## src/rtl/hazard_ctrl_if.sv

```systemverilog
// Pipeline-side bundle for the hazard controller: ID/EX register fields and status
// in, write enables, flush, bubble select and performance counters out.
interface hazard_ctrl_if #(
    parameter int REG_ADDR_W = 5,
    parameter int CNT_W      = 16
);
    logic [REG_ADDR_W-1:0] id_rs;
    logic [REG_ADDR_W-1:0] id_rt;
    logic [REG_ADDR_W-1:0] ex_rt;
    logic                  ex_mem_read;
    logic                  branch_taken;
    logic                  mem_busy;
    logic                  pc_write;
    logic                  if_id_write;
    logic                  if_id_flush;
    logic                  id_ex_write;
    logic                  ex_mem_write;
    logic                  haz_mux_con;
    logic                  stall_active;
    logic [CNT_W-1:0]      perf_stall_cnt;
    logic [CNT_W-1:0]      perf_flush_cnt;

    modport master (
        output id_rs, id_rt, ex_rt, ex_mem_read, branch_taken, mem_busy,
        input  pc_write, if_id_write, if_id_flush, id_ex_write, ex_mem_write,
               haz_mux_con, stall_active, perf_stall_cnt, perf_flush_cnt
    );

    modport slave (
        input  id_rs, id_rt, ex_rt, ex_mem_read, branch_taken, mem_busy,
        output pc_write, if_id_write, if_id_flush, id_ex_write, ex_mem_write,
               haz_mux_con, stall_active, perf_stall_cnt, perf_flush_cnt
    );
endinterface

```

## src/rtl/hazard_ctrl.sv

```systemverilog
// Load-use / branch / memory-freeze hazard controller for the 5-stage pipeline.
// Define HAZARD_PERF_EN to build the saturating stall and flush performance counters.
module hazard_ctrl #(
    parameter int REG_ADDR_W = 5,
    parameter int LOAD_STALL = 1,
    parameter int CNT_W      = 16
) (
    input  logic          clk,
    input  logic          reset,
    hazard_ctrl_if.slave  bus
);
    typedef enum logic {IDLE = 1'b0, STALL = 1'b1} state_t;

    localparam logic [2:0] STALL_LOAD = 3'(LOAD_STALL - 1);

    state_t     state_q, state_d;
    logic [2:0] cnt_q, cnt_d;
    logic       hazard;
    logic       pc_write_c, if_id_write_c, if_id_flush_c;
    logic       id_ex_write_c, ex_mem_write_c, haz_mux_con_c;

    // Register zero is hard-wired, so a load targeting it never creates a dependency.
    assign hazard = bus.ex_mem_read
                 && (bus.ex_rt != {REG_ADDR_W{1'b0}})
                 && ((bus.ex_rt == bus.id_rs) || (bus.ex_rt == bus.id_rt));

    always_ff @(posedge clk or posedge reset) begin
        if (reset) begin
            state_q <= IDLE;
            cnt_q   <= 3'd0;
        end else begin
            state_q <= state_d;
            cnt_q   <= cnt_d;
        end
    end

    always_comb begin
        state_d        = state_q;
        cnt_d          = cnt_q;
        pc_write_c     = 1'b0;
        if_id_write_c  = 1'b0;
        if_id_flush_c  = 1'b0;
        id_ex_write_c  = 1'b0;
        ex_mem_write_c = 1'b0;
        haz_mux_con_c  = 1'b0;
        // A busy data memory freezes everything, including the stall countdown.
        if (!reset && !bus.mem_busy) begin
            if (state_q == STALL) begin
                id_ex_write_c  = 1'b1;
                ex_mem_write_c = 1'b1;
                haz_mux_con_c  = 1'b1;
                cnt_d          = cnt_q - 3'd1;
                if (cnt_q == 3'd1) begin
                    state_d = IDLE;
                end
            end else if (hazard) begin
                id_ex_write_c  = 1'b1;
                ex_mem_write_c = 1'b1;
                haz_mux_con_c  = 1'b1;
                if (LOAD_STALL > 1) begin
                    state_d = STALL;
                    cnt_d   = STALL_LOAD;
                end
            end else begin
                pc_write_c     = 1'b1;
                if_id_write_c  = 1'b1;
                id_ex_write_c  = 1'b1;
                ex_mem_write_c = 1'b1;
                if_id_flush_c  = bus.branch_taken;
            end
        end
    end

    assign bus.pc_write     = pc_write_c;
    assign bus.if_id_write  = if_id_write_c;
    assign bus.if_id_flush  = if_id_flush_c;
    assign bus.id_ex_write  = id_ex_write_c;
    assign bus.ex_mem_write = ex_mem_write_c;
    assign bus.haz_mux_con  = haz_mux_con_c;
    assign bus.stall_active = (state_q == STALL) && !reset;

`ifdef HAZARD_PERF_EN
    localparam logic [CNT_W-1:0] CNT_ONE = CNT_W'(1);

    logic [CNT_W-1:0] stall_cnt_q, stall_cnt_d;
    logic [CNT_W-1:0] flush_cnt_q, flush_cnt_d;

    // Both counters stick at all-ones instead of wrapping.
    always_comb begin
        stall_cnt_d = stall_cnt_q;
        flush_cnt_d = flush_cnt_q;
        if (haz_mux_con_c && !bus.mem_busy && (stall_cnt_q != {CNT_W{1'b1}})) begin
            stall_cnt_d = stall_cnt_q + CNT_ONE;
        end
        if (if_id_flush_c && (flush_cnt_q != {CNT_W{1'b1}})) begin
            flush_cnt_d = flush_cnt_q + CNT_ONE;
        end
    end

    always_ff @(posedge clk or posedge reset) begin
        if (reset) begin
            stall_cnt_q <= '0;
            flush_cnt_q <= '0;
        end else begin
            stall_cnt_q <= stall_cnt_d;
            flush_cnt_q <= flush_cnt_d;
        end
    end

    assign bus.perf_stall_cnt = stall_cnt_q;
    assign bus.perf_flush_cnt = flush_cnt_q;
`else
    assign bus.perf_stall_cnt = {CNT_W{1'b0}};
    assign bus.perf_flush_cnt = {CNT_W{1'b0}};
`endif
endmodule
```

## src/flat_wrapper.sv

```systemverilog
// flat-port wrapper written by rule: the top's interface ports become plain ports
module hazard_ctrl_flat 
#(
    parameter int REG_ADDR_W = 5,
    parameter int LOAD_STALL = 1,
    parameter int CNT_W      = 16
)
  (clk, reset, bus_id_rs, bus_id_rt, bus_ex_rt, bus_ex_mem_read, bus_branch_taken, bus_mem_busy, bus_pc_write, bus_if_id_write, bus_if_id_flush, bus_id_ex_write, bus_ex_mem_write, bus_haz_mux_con, bus_stall_active, bus_perf_stall_cnt, bus_perf_flush_cnt);
  hazard_ctrl_if #(.REG_ADDR_W(REG_ADDR_W), .CNT_W(CNT_W)) bus_i ();
  input  logic clk;
  input  logic reset;
  input wire logic [$bits(bus_i.id_rs)-1:0] bus_id_rs;
  input wire logic [$bits(bus_i.id_rt)-1:0] bus_id_rt;
  input wire logic [$bits(bus_i.ex_rt)-1:0] bus_ex_rt;
  input wire logic [$bits(bus_i.ex_mem_read)-1:0] bus_ex_mem_read;
  input wire logic [$bits(bus_i.branch_taken)-1:0] bus_branch_taken;
  input wire logic [$bits(bus_i.mem_busy)-1:0] bus_mem_busy;
  output wire logic [$bits(bus_i.pc_write)-1:0] bus_pc_write;
  output wire logic [$bits(bus_i.if_id_write)-1:0] bus_if_id_write;
  output wire logic [$bits(bus_i.if_id_flush)-1:0] bus_if_id_flush;
  output wire logic [$bits(bus_i.id_ex_write)-1:0] bus_id_ex_write;
  output wire logic [$bits(bus_i.ex_mem_write)-1:0] bus_ex_mem_write;
  output wire logic [$bits(bus_i.haz_mux_con)-1:0] bus_haz_mux_con;
  output wire logic [$bits(bus_i.stall_active)-1:0] bus_stall_active;
  output wire logic [$bits(bus_i.perf_stall_cnt)-1:0] bus_perf_stall_cnt;
  output wire logic [$bits(bus_i.perf_flush_cnt)-1:0] bus_perf_flush_cnt;
  assign bus_i.id_rs = bus_id_rs;
  assign bus_i.id_rt = bus_id_rt;
  assign bus_i.ex_rt = bus_ex_rt;
  assign bus_i.ex_mem_read = bus_ex_mem_read;
  assign bus_i.branch_taken = bus_branch_taken;
  assign bus_i.mem_busy = bus_mem_busy;
  assign bus_pc_write = bus_i.pc_write;
  assign bus_if_id_write = bus_i.if_id_write;
  assign bus_if_id_flush = bus_i.if_id_flush;
  assign bus_id_ex_write = bus_i.id_ex_write;
  assign bus_ex_mem_write = bus_i.ex_mem_write;
  assign bus_haz_mux_con = bus_i.haz_mux_con;
  assign bus_stall_active = bus_i.stall_active;
  assign bus_perf_stall_cnt = bus_i.perf_stall_cnt;
  assign bus_perf_flush_cnt = bus_i.perf_flush_cnt;
  hazard_ctrl #(.REG_ADDR_W(REG_ADDR_W), .LOAD_STALL(LOAD_STALL), .CNT_W(CNT_W)) u_core (.clk(clk), .reset(reset), .bus(bus_i));
endmodule
```

## config.mk

```make
export PLATFORM = sky130hd
export DESIGN_NAME = hazard_ctrl_flat
export DESIGN_NICKNAME = d
export VERILOG_FILES = /design/src/rtl/hazard_ctrl_if.sv /design/src/rtl/hazard_ctrl.sv /design/src/flat_wrapper.sv
export SDC_FILE = /design/constraint.sdc
export NUM_CORES = 1
export LEC_CHECK = 0
export CORE_UTILIZATION = 30
export DETAILED_ROUTE_END_ITERATION = 6
export PLACE_DENSITY = 0.87
export SETUP_SLACK_MARGIN = 0.2
export SYNTH_ARGS = -nofsm -noshare
export SYNTH_HDL_FRONTEND = slang
export SYNTH_SLANG_ARGS = --single-unit
```

## constraint.sdc

```tcl
create_clock -name clk -period 4.2 [get_ports clk]
set_input_delay 1.26 -clock clk [delete_from_list [all_inputs] [get_ports clk]]
set_output_delay 1.26 -clock clk [all_outputs]
set_load 0.03 [all_outputs]
```

==> flow_summary_export.csv <==
group,metric,value,unit
layout,diodes,0,
worst_hold_path,hold_class,"reg -> reg",
layout,nNetsFinal,137,
logic_synthesis,yosysSeqAreaShare,0.1633,
setup_path,required,2.94,ns
setup_path,r2r_start,"u_core.state_q",
logic_synthesis,synthCells,76,
clock_network,clock_latency,0.24,ns
logic_synthesis,synth_area_leader_cell,"buf_4",
timing,setup_viol_count_final,0,
global_route,grt-ovfl-total,0,
clock_network,cts_root_buf,"clkbuf_4",
routing,wl,1.327,mm
global_route,grt.total_usage,0.1281,
routing,num_vias,520,
die,num_rows,15,
routing,vias_per_cell,3.768,
global_route,grt_pass1_wl,1.966,mm
layout,layout-drive-gt1-share,0.2301,
logic_synthesis,synth.top_cell.area_share,0.4163,
clock_network,cts_inserted_buffers,3,
flow_run,max_cap_viol_count,0,
layout,syn_to_final_growth,49.80,%
clock_network,cts_hold_buf,0,
placed_design,gp_congestion,0.7547,
global_route,grt_max_degree,5,
outcome,outcome,"complete, no violations",
timing,max_clock_freq,246.6,MHz
timing,timing.final.hold_violations,0,
clock_network,numClockSinks,4,
power,power,296.5,µW
layout,mostFrequentLayoutCells,"conb_1, xnor2_1, buf_4",
timing,layout_min_cycle_time,4.056,ns
die,initial_core_util,0.3368,
global_route,grt_pass1_vias,502,
routing,wl_per_cell,9.616,µm
logic_synthesis,syn-cell-area,613.1,µm²
setup_path,start_kind,"primary input",
timing,finClkSkew,0.007160,ns
setup_path,startpoint,"bus_ex_rt[3]",
routing,drt_iter0_drc,0,
die,ios,59,
placed_design,hpwl,1.112,mm
setup_path,worstSetupPathType,"in -> out",
logic_synthesis,yosysWarnings,0,
routing,antenna_left,0,
setup_path,critical_path.max_fanout,2,
power,powerDensity,322.9,mW/mm²
timing,hold_slack,0.4802,ns
clock_network,cts_buffer_depth,2,
clock_network,tritoncts,"yes",
die,die_area,0.002228,mm²
placed_design,io_buffers,26,
setup_path,cp.arrival,2.80,ns
worst_hold_path,min_from,"u_core.cnt_q[2]",
die,coreArea,0.001821,mm²
layout,final_common_cell,"conb_1",
routing,route.detailed.drc,0,
clock_network,clk_pin_slew,0.04,ns
clock_network,cts_htree_levels,1,
timing,slew_violations,0,
timing,rsz0062_at_grt,"yes",
power,peakVddDrop,0.2032,mV
logic_synthesis,synth_area_leaders,"buf_4, xnor2_1, dfrtp_1",
routing,drt_first_pass_iters,1,
logic_synthesis,syn_avg_cell_area,8.067,µm²
die,die_y,47.21,µm
setup_path,reg2regPathDepth,5,
setup_path,end_kind,"primary output",
worst_hold_path,hold_depth,1,
logic_synthesis,synth_seq_cells,4,
die,die_w,47.21,µm
power,p_leak,0.5325,nW
timing,period_share,0.9657,
global_route,antenna_found_initial,0,
logic_synthesis,yosysUniqueCellTypes,18,
-- per-stage QoR --
step                      instance area (µm²)  worst slack (ns)    util  TNS (ns)  cells
final                                   918.4            0.1443  0.5045         0    138
after CTS                               877.1           0.06886  0.4818         0    138
after floorplan                         742.0            0.1340       -         0    107
after global placement                  850.8           -0.2874  0.4674   -0.7764    133
after global routing                    918.4            0.1052  0.5045         0    138
after detailed placement                850.8           -0.2893  0.4674   -0.7522    133
-- worst paths after layout --
check	to	slack (ns)
max	bus_pc_write	0.14
min	u_core.cnt_q[2]	0.48
max reg2reg	u_core.cnt_q[2]	3.01
min reg2reg	u_core.cnt_q[2]	0.48
max in group asynchronous	u_core.cnt_q[1]	2.60
min in group asynchronous	u_core.state_q	1.44
-- metal layers --
metal	vias to the layer above	wire length (µm)	global-route usage
met5	-	0	0
met4	0	0	0.06857
met3	0	101	0.01923
met2	35	753	0.2583
met1	236	472	0.1213
li1	249	-	-
-- logic make-up (layout without fill, tap and decap cells) --
group,after synthesis,count (layout),synth area share
AOI/OAI and AO/OA,7,7,0.09185
buffers and inverters,39,45,0.4469
xor gates and xnor gates,12,12,0.1714
DFF,4,4,0.1633
other,1,32,0.006117
and+or+nand+nor,11,11,0.07958
adders and majority gates,2,2,0.04081
-- power by group --
| part | internal, mW | total [mW] | switching [mW] |
|---|---|---|---|
| Clock | 0.0321 | 0.0503 | 0.0182 |
| Combinational | 0.0698 | 0.173 | 0.103 |
| Sequential | 0.0577 | 0.0729 | 0.0152 |
| Total | 0.160 | 0.297 | 0.137 |
-- layout make-up --
type                    count  area (µm²)
fillers                   184       902.1
multi-input cells          64       377.9
repair buffers             37       367.9
flip-flops and latches      4       100.1
well taps                  25       31.28
clock buffers               3       22.52
inverters                   5       18.77
-- sequential cells by signal, indices dropped and copies added (netlist names) --
signal          count
u_core.cnt_q        3
u_core.state_q      1
-- worst max-delay path: stages --
cell and delay, ns:
buf_6 0.09, or4_4 0.51, o21a_1 0.21, buf_6 0.13, a2111oi_4 0.30, buf_4 0.18, buf_12 0.11
-- Yosys cell counts --
cell type / n
buf_4: 34
xnor2_1: 12
inv_1: 5
dfrtp_1: 4
nand2_1: 4
nor2_1: 3
ha_1: 2
nand3_1: 2
a2111oi_2: 1
a211oi_1: 1
a21oi_1: 1
a31o_2: 1
a31oi_1: 1
conb_1: 1
nor3_1: 1
o21a_1: 1
o22ai_1: 1
or4_1: 1
-- what timing repair did --
action                                  in CTS  in global routing
endpoints found under the setup margin       4                  5
setup buffers                                2                  0
gates resized for setup                     18                 16
pin swaps                                    3                 12
No activity file was read; power rests on OpenSTA's default activity.
